==> src/rtl/note_tone_player.sv <==
// Piano-key square-wave tone generator: latches a key/duration request, plays the
// tone for duration ms, then holds a silent gap before pulsing noteDone.
module note_tone_player #(
  parameter int CLOCK_FREQUENCY = 50000000,
  parameter int COUNT_WIDTH     = 21,
  parameter int DUR_WIDTH       = 12,
  parameter int GAP_MS          = 1
) (
  input  logic                   clock,
  input  logic                   reset,
  input  logic [6:0]             key,
  input  logic [DUR_WIDTH-1:0]   duration,
  input  logic                   noteValid,
  input  logic                   stop,
  output logic                   noteReady,
  output logic                   toneOut,
  output logic [COUNT_WIDTH-1:0] halfPeriod,
  output logic                   noteDone
);

  localparam int PRE_CYCLES = CLOCK_FREQUENCY / 1000;
  localparam int PRE_W      = (PRE_CYCLES > 1) ? $clog2(PRE_CYCLES) : 1;
  localparam int GAP_W      = $clog2(GAP_MS + 1);
  localparam int MS_W       = (DUR_WIDTH > GAP_W) ? DUR_WIDTH : GAP_W;
  localparam logic [PRE_W-1:0] PRE_LAST = PRE_W'(PRE_CYCLES - 1);
  localparam logic [MS_W-1:0]  GAP_LAST = MS_W'(GAP_MS - 1);

  typedef enum logic [1:0] {IDLE, LOOKUP, PLAY, GAP} state_t;

  // Half-periods of the lowest octave (A0..G#1); higher octaves are right shifts.
  function automatic logic [COUNT_WIDTH-1:0] base_hp(input int idx);
    longint mhz;
    case (idx)
      0:       mhz = 27500;
      1:       mhz = 29135;
      2:       mhz = 30868;
      3:       mhz = 32703;
      4:       mhz = 34648;
      5:       mhz = 36708;
      6:       mhz = 38891;
      7:       mhz = 41203;
      8:       mhz = 43654;
      9:       mhz = 46249;
      10:      mhz = 48999;
      default: mhz = 51913;
    endcase
    return COUNT_WIDTH'((longint'(CLOCK_FREQUENCY) * 500) / mhz);
  endfunction

  localparam logic [COUNT_WIDTH-1:0] BASE_HP [12] = '{
    base_hp(0), base_hp(1), base_hp(2), base_hp(3), base_hp(4),  base_hp(5),
    base_hp(6), base_hp(7), base_hp(8), base_hp(9), base_hp(10), base_hp(11)
  };

  state_t                 state_q, state_d;
  logic [6:0]             key_q, key_d;
  logic [DUR_WIDTH-1:0]   dur_q, dur_d;
  logic [COUNT_WIDTH-1:0] hp_q, hp_d;
  logic [COUNT_WIDTH-1:0] tcnt_q, tcnt_d;
  logic                   tone_q, tone_d;
  logic [PRE_W-1:0]       pre_q, pre_d;
  logic [MS_W-1:0]        ms_q, ms_d;
  logic                   done_c;

  logic                   pre_tick;
  logic [MS_W-1:0]        dur_last;
  logic [6:0]             k0;
  logic [2:0]             oct;
  logic [3:0]             idx;
  logic                   key_ok;
  logic [COUNT_WIDTH-1:0] lookup_hp;

  // Octave/semitone split by constant compares and subtracts rather than a divider.
  always_comb begin
    k0     = key_q - 7'd1;
    key_ok = (key_q != 7'd0) && (key_q <= 7'd88);
    oct    = 3'd0;
    idx    = k0[3:0];
    for (int o = 1; o < 8; o++) begin
      if (k0 >= 7'(12 * o)) begin
        oct = 3'(o);
        idx = 4'(k0 - 7'(12 * o));
      end
    end
    lookup_hp = key_ok ? (BASE_HP[idx] >> oct) : '0;
  end

  assign pre_tick = (pre_q == PRE_LAST);
  assign dur_last = MS_W'(dur_q) - MS_W'(1);

  always_comb begin
    state_d = state_q;
    key_d   = key_q;
    dur_d   = dur_q;
    hp_d    = hp_q;
    tcnt_d  = tcnt_q;
    tone_d  = tone_q;
    pre_d   = pre_q;
    ms_d    = ms_q;
    done_c  = 1'b0;
    case (state_q)
      IDLE: begin
        if (noteValid) begin
          key_d   = key;
          dur_d   = duration;
          state_d = LOOKUP;
        end
      end
      LOOKUP: begin
        tcnt_d = '0;
        ms_d   = '0;
        pre_d  = '0;
        tone_d = 1'b0;
        if (stop || (dur_q == '0)) begin
          hp_d    = '0;
          state_d = GAP;
        end else begin
          hp_d    = lookup_hp;
          state_d = PLAY;
        end
      end
      PLAY: begin
        pre_d = pre_tick ? '0 : pre_q + PRE_W'(1);
        if (pre_tick) ms_d = ms_q + MS_W'(1);
        if (hp_q != '0) begin
          if (tcnt_q == hp_q - COUNT_WIDTH'(1)) begin
            tone_d = ~tone_q;
            tcnt_d = '0;
          end else begin
            tcnt_d = tcnt_q + COUNT_WIDTH'(1);
          end
        end
        // Abort and natural end share one exit so a coincident stop is a single transition.
        if (stop || (pre_tick && (ms_q == dur_last))) begin
          state_d = GAP;
          tone_d  = 1'b0;
          hp_d    = '0;
          tcnt_d  = '0;
          pre_d   = '0;
          ms_d    = '0;
        end
      end
      GAP: begin
        pre_d = pre_tick ? '0 : pre_q + PRE_W'(1);
        if (pre_tick) begin
          if (ms_q == GAP_LAST) begin
            state_d = IDLE;
            done_c  = 1'b1;
            ms_d    = '0;
          end else begin
            ms_d = ms_q + MS_W'(1);
          end
        end
      end
      default: state_d = IDLE;
    endcase
  end

  always_ff @(posedge clock) begin
    if (reset) begin
      state_q <= IDLE;
      key_q   <= '0;
      dur_q   <= '0;
      hp_q    <= '0;
      tcnt_q  <= '0;
      tone_q  <= 1'b0;
      pre_q   <= '0;
      ms_q    <= '0;
    end else begin
      state_q <= state_d;
      key_q   <= key_d;
      dur_q   <= dur_d;
      hp_q    <= hp_d;
      tcnt_q  <= tcnt_d;
      tone_q  <= tone_d;
      pre_q   <= pre_d;
      ms_q    <= ms_d;
    end
  end

  assign noteReady  = (state_q == IDLE);
  assign toneOut    = tone_q;
  assign halfPeriod = hp_q;
  assign noteDone   = done_c;

endmodule

==> config.mk <==
export PLATFORM = sky130hd
export DESIGN_NAME = note_tone_player
export DESIGN_NICKNAME = d
export VERILOG_FILES = /design/src/rtl/note_tone_player.sv
export SDC_FILE = /design/constraint.sdc
export NUM_CORES = 1
export LEC_CHECK = 0
export CAP_MARGIN = 20
export CORE_ASPECT_RATIO = 0.7
export CORE_MARGIN = 2
export CORE_UTILIZATION = 55
export DETAILED_ROUTE_END_ITERATION = 10
export PLACE_DENSITY_LB_ADDON = 0.2
export SKIP_LAST_GASP = 1
export SLEW_MARGIN = 20
export SYNTH_ARGS = -nofsm -noshare
export SYNTH_HDL_FRONTEND = slang
export SYNTH_SLANG_ARGS = --single-unit
==> constraint.sdc <==
create_clock -name clock -period 4.45 [get_ports clock]
set_input_delay 0.445 -clock clock [delete_from_list [all_inputs] [get_ports clock]]
set_output_delay 0.445 -clock clock [all_outputs]
set_load 0.05 [all_outputs]
==> reports/metrics.yaml, run 1 <==
drc: 0
syn_area_um2: 6970
worst_setup_path_start_kind: "register"
synth_flop_cell: "dfxtp_1"
setup_viol: 0
die_area_um2: 13600
nets: 1019
grt_pass1_vias: 6413
ys.warnings.count: 0
final_util_pct: 64.0
yosysMostFrequentCell: "nand2_1"
fin_crit_sh_pct: 92.6
cts_tree: "done"
via_per_inst: 6.22
dieHeight_um: 98.2
post_cts_resize_count: 0
htree_levels: 3
hp-start: "reset"
period_minus_slack_ns: 4.12
portBuffers: 45
status: "finished, final reports clean"
tns_ns: 0
area_growth_pct: 13.6
syn_nets: 994
clkTransAtPathRegs_ns: 0.07
cts_sinks: 91
synthSimpleGateAreaFrac_pct: 29.1
synth-seq-area-share_pct: 26.1
final_cells: 1139
synth_top_cell_area_share_pct: 26.1
yosys.area_share.adder_pct: 4.27
rsz0062_at_grt: "no"
worstSetupStartpoint: "key_q[0]"
postRouteAntennaNets: 0
track_usage_pct: 29.0
cts_buffers: 9
cp_max_fo: 18
num_rows: 34
pin_count: 47
grt_pass1_wl_um: 32700
routed_wirelength_um: 19600
tightest_slew_ns: 0.842
wire_per_inst_um: 17.2
ys_types: 85
postCtsHoldBufs: 0
synth_top_family_by_area: "simple AND/OR/NAND/NOR gates"
yosysTopAreaCell: "dfxtp_1"
core_um2: 12400
crit_required_ns: 4.68
drt_pass1_iterations: 6
dp_hpwl_um: 14200
synth.area.mux_share_pct: 2.33
clockRootBuffer: "clkbuf_16"
fin_skew_ns: 0.0116
postCtsSetupBuffers: 0
synth_cells: 948
synth_xor_area_share_pct: 10.3
ys_ff_latch: 91
p_leak_nw: 3.08
dp_slack_ns: 0.370
gp_routability_congestion: 1.02
start_util_pct: 56.3
vias: 7089
cts_buffer_depth: 2
grt_overflow_total: 0
hold_path.class: "input port to register"
grt_antenna_before_repair: 0
worstRegToRegCells: 17
end_kind: "register"
die_w_um: 139
ys_top_cells_by_area: "dfxtp_1 (26%), nand2_1 (5.9%), nor2_1 (5.8%)"
num_antenna_cells: 0
synth_edf_count: 0
grt_max_degree: 48
worst-setup-path-type: "register to register"
clock_latency_ns: 0.35
slew_viol_final: 0
syn_area_per_cell_um2: 7.35
min_path_cells: 2
relSlewSlack_pct: 43.7
nFillCells: 1087
setup_ws_ns: 0.331
timing.rr.start: "key_q[0]"
drv_cap: 0
hold_violations: 0
peakVddDrop_uv: 1460
synth_compound_area_share_pct: 22.7
first_iter_violations: 725
synthTopCellsByCount: "nand2_1 (109), nor2_1 (107), dfxtp_1 (91), a21oi_1 (58), o21ai_0 (58)"
async_flop_share_pct: 0
dp_cells: 1124
max_freq_ghz: 0.243
drive_above_1_share_pct: 7.27
power.density_nw_per_um2: 835
crit_arrival_ns: 4.35
cell usage in the layout (no fill, tap or decap), types with 4 or more instances in the layout:
master and n:
nand3_1 46, a221o_1 8, or3_1 11, a211oi_1 4, o22ai_1 10, a211o_1 4, and2_1 7, a31oi_1 7
o21a_1 6, a22oi_1 9, nand2_1 109, a21oi_1 58, buf_4 30, a22o_1 5, nor3_1 25, o21ai_0 57
clkdlybuf4s50_1 44, mux2i_1 14, ha_1 23, nand2b_1 9, clkbuf_16 9, dfxtp_1 91, nand4_1 19, nor4_1 10
o211ai_1 5, inv_1 25, and3_1 20, xnor2_1 34, nor2_1 107, nor2b_1 10, o31ai_1 7, nand3b_1 14
a21o_1 8, xor2_1 43
area by class of cell:
class	count	area, um2	area share, %
Multi-Input combinational cell	770	4810	60.7
Sequential cell	91	1820	23.0
Timing Repair Buffer	76	691	8.72
Clock buffer	10	239	3.02
Tap cell	162	203	2.56
Inverter	25	93.8	1.19
Clock inverter	5	61.3	0.774
stage by stage:
stage / hold slack, ns / instance area [um2] / total power [mW]
2_1_floorplan: 0.462 / 6980 / 4.45
3_5_place_dp: 0.455 / 7610 / 5.64
3_3_place_gp: 0.457 / 7610 / 5.67
4_1_cts: 0.419 / 7910 / 6.45
6_report: 0.433 / 7920 / 6.61
5_1_grt: 0.441 / 7920 / 7.04
power by group:
| part | leakage [nW] | switching, mW | internal (mW) |
|---|---|---|---|
| Combinational | 2.19 | 3.03 | 1.78 |
| Clock | 0.149 | 0.338 | 0.451 |
| Sequential | 0.736 | 0.124 | 0.889 |
| Total | 3.08 | 3.49 | 3.12 |
logic make-up (layout without fill, tap and decap cells):
kind of cell             count (synthesis)  after routing
AND/OR/NAND/NOR                        411            411
AO/OA/AOI/OAI                          238            238
flip-flops                              91             91
buffers and inverters                   87            116
XOR/XNOR                                80             80
adder cells (fa/ha/maj)                 24             24
multiplexers                            16             16
other                                    1              1
registers in the layout, summed over array words and instances (netlist names):
signal and count:
tcnt_q 21, halfPeriod 20, pre_q 16, dur_q 12, ms_q 12, key_q 7, state_q 2, toneOut 1
worst max-delay path: stages, from the launching register on:
cell	delay, ns
dfxtp_1	0.51
inv_1	0.11
ha_1	0.24
buf_4	0.22
xor2_2	0.19
inv_1	0.09
ha_1	0.17
nand2_1	0.06
a32o_1	0.22
o32ai_2	0.14
nor2b_1	0.10
o22a_2	0.32
nor2_8	0.26
mux2_2	0.39
o211a_1	0.13
or4_1	0.51
a22o_1	0.20
a21o_1	0.15
routing by layer:
| metal | routed length, um | track usage [%] | up-vias | share of wire [%] |
|---|---|---|---|---|
| li1 | - | - | 3435 | - |
| met1 | 9690 | 44.9 | 3296 | 49 |
| met2 | 7780 | 41.0 | 335 | 40 |
| met3 | 1890 | 6.18 | 23 | 9.6 |
| met4 | 245 | 6.12 | 0 | 1.2 |
| met5 | 0 | 0 | - | 0 |
path summary, 6_finish.rpt:
kind,to,slack (ns)
worst max-delay path,halfPeriod[9],0.33
worst min register to register,toneOut,0.46
worst min-delay path,halfPeriod[16],0.43
worst max register to register,halfPeriod[9],0.33
No activity file was read; power rests on OpenSTA's default activity.
==> inputs of run 2 (changes only) <==
--- a/config.mk
+++ b/config.mk
@@ -11,6 +11,7 @@
 export CORE_UTILIZATION = 55
 export DETAILED_ROUTE_END_ITERATION = 10
 export PLACE_DENSITY_LB_ADDON = 0.2
+export REMOVE_ABC_BUFFERS = 1
 export SKIP_LAST_GASP = 1
 export SLEW_MARGIN = 20
 export SYNTH_ARGS = -nofsm -noshare
==> run 2 against run 1 <==
Sequential share of layout area is 0.29 points higher; via count down 1.8%; clock power is 7.5% lower; utilization down 0.81 points; non-clock buffer count shrank 8; global-route usage down 0.57 points; wire length decreased by 1.3%; first-iteration DRC count increased by 11%; fmax shrank 0.23%; total power decreased by 3.1%; critical path type unchanged; critical endpoint unchanged.
==> reports/metrics.yaml, run 2 (synthesis results as in run 1) <==
fin_crit_sh_pct: 92.8  # +0.21 points
p_sw_share_pct: 53.6  # +0.84 points
setup_ws_ns: 0.322  # -0.00943 ns
power.density_nw_per_um2: 819  # -1.8%
cts_sinks: 91  # unchanged
area_growth_pct: 12.2
max_freq_ghz: 0.242  # -0.23%
drc: 0  # unchanged
crit_arrival_ns: 4.36  # about the same
largest_reg_flops: 21  # unchanged
cts_buffers: 9  # unchanged
holdWs_ns: 0.480  # +0.0466 ns
crit_required_ns: 4.69  # about the same
portBuffers: 45  # unchanged
grt_max_degree: 40  # -17%
track_usage_pct: 28.4  # -0.57 points
end_kind: "register"
worst-setup-path-type: "register to register"
status: "finished, final reports clean"
final_common_cell: "nand2_1"
num_rows: 34  # unchanged
tns_ns: 0  # unchanged
hold_violations: 0  # unchanged
start_util_pct: 56.3  # unchanged
p_clk_share_pct: 11.4  # -0.5 points
nFillCells: 1111  # +2.2%
die_w_um: 139  # unchanged
relSlewSlack_pct: 39.1  # -4.6 points
cts_buffer_depth: 2  # unchanged
p_comb_share_pct: 72.7  # about the same
via_per_inst: 6.15  # -1.2%
grt_overflow_total: 0  # unchanged
setup_viol: 0  # unchanged
p_leak_nw: 3.02  # -1.8%
clkTransAtPathRegs_ns: 0.07  # about the same
routed_wirelength_um: 19300  # -1.3%
dp_slack_ns: 0.323  # -0.0470 ns
pin_count: 47  # unchanged
total_power_mw: 6.41  # -3.1%
dieHeight_um: 98.2  # unchanged
fin_skew_ns: 0.00900  # -0.00259 ns
clock_latency_ns: 0.34  # about the same
power_switching_mw: 3.43  # -1.5%
cp_max_fo: 11  # -7
drive_above_1_share_pct: 6.39  # -0.88 points
nets: 1011  # -0.79%
first_iter_violations: 805  # +11%
gp_routability_congestion: 1.02  # -0.44%
grt_antenna_before_repair: 0  # unchanged
vias: 6963  # -1.8%
worst_setup_path_start_kind: "register"
postCtsSetupBuffers: 0  # unchanged
p_int_mw: 2.97  # -4.8%
rsz0062_at_grt: "no"
drv_cap: 0  # unchanged
dp_hpwl_um: 14500  # +1.9%
seqPwrFrac_pct: 15.9  # +0.6 points
clockRootBuffer: "clkbuf_16"
peakVddDrop_uv: 428  # -71%
hold_path.class: "register to register"
cts_tree: "done"
wire_per_inst_um: 17.1  # -0.69%
period_minus_slack_ns: 4.13  # +0.00943 ns
final_cell_mix: "nand2_1 (109), nor2_1 (107), dfxtp_1 (91), a21oi_1 (58), o21ai_0 (56)"
postRouteAntennaNets: 0  # unchanged
largest-register: "tcnt_q"
grt_pass1_wl_um: 32100  # -1.8%
core_um2: 12400  # unchanged
slew_viol_final: 0  # unchanged
num_antenna_cells: 0  # unchanged
die_area_um2: 13600  # unchanged
tightest_slew_ns: 0.891  # +0.0484 ns
drt_pass1_iterations: 5  # -1
grt_pass1_vias: 6340  # -1.1%
htree_levels: 3  # unchanged
-- run 2: final cells by class --
type | count | area (um2) | area share, %
clock buffers | 11 | 243 | 3.10
clock inverters | 5 | 42.5 | 0.544
inverters | 25 | 93.8 | 1.20
multi-input cells | 770 | 4800 | 61.4
flip-flops and latches | 91 | 1820 | 23.3
well taps | 162 | 203 | 2.59
repair buffers | 68 | 618 | 7.91
-- run 2: stage by stage --
| stage | instance area (um2) | utilization [%] | instances |
|---|---|---|---|
| final | 7820 | 63.2 | 1132 |
| after global routing | 7820 | 63.2 | 1132 |
| after CTS | 7820 | 63.1 | 1132 |
| after detailed placement | 7530 | 60.8 | 1116 |
| after global placement | 7530 | 60.8 | 1116 |
| after floorplan | 6710 | - | 886 |
-- run 2: path summary, 6_finish.rpt --
kind,cells past startpoint,end,slack (ns),startpoint
max,14,halfPeriod[9],0.32,key_q[1]
min,2,toneOut,0.48,toneOut
max reg2reg,14,halfPeriod[9],0.32,key_q[1]
min reg2reg,2,toneOut,0.48,toneOut
-- run 2: per-layer routing --
layer  track usage (%)  up-vias  wire length, um
met5                 0        -                0
met4              6.59        0              263
met3              7.26       27             1600
met2              40.6      280             7860
met1              42.7     3229             9630
li1                  -     3427                -
-- run 2: worst max-delay path, cell delays in order, from the launching register on --
cell     delay (ns)
dfxtp_1        0.31
inv_1          0.15
ha_2           0.32
or4b_4         0.52
o21a_1         0.23
nor2_1         0.11
buf_4          0.18
a21o_1         0.27
mux2i_1        0.31
o21a_1         0.41
or3_1          0.21
a21oi_1        0.07
or4_1          0.58
a22o_1         0.21
a21o_1         0.14
-- run 2: what timing repair did --
action,in CTS,in global routing
setup endpoints to repair,0,1
gates resized for setup,0,1
hold buffers,0,0
-- run 2: power by group through the flow --
stage / sequential (mW) / combinational (mW) / clock, mW
2_1_floorplan: 1.11 / 3.15 / 0
3_3_place_gp: 1.03 / 4.53 / 0
3_5_place_dp: 1.04 / 4.47 / 0
4_1_cts: 1.02 / 4.50 / 0.745
5_1_grt: 1.03 / 5.06 / 0.776
6_report: 1.02 / 4.66 / 0.730
==> inputs of run 3 (changes only) <==
--- a/config.mk
+++ b/config.mk
@@ -5,7 +5,7 @@
 export SDC_FILE = /design/constraint.sdc
 export NUM_CORES = 1
 export LEC_CHECK = 0
-export CAP_MARGIN = 20
+export CAP_MARGIN = 5
 export CORE_ASPECT_RATIO = 0.7
 export CORE_MARGIN = 2
 export CORE_UTILIZATION = 55
==> results of run 3 <==
Final layout, timing and power as in run 2 (identical DEF).
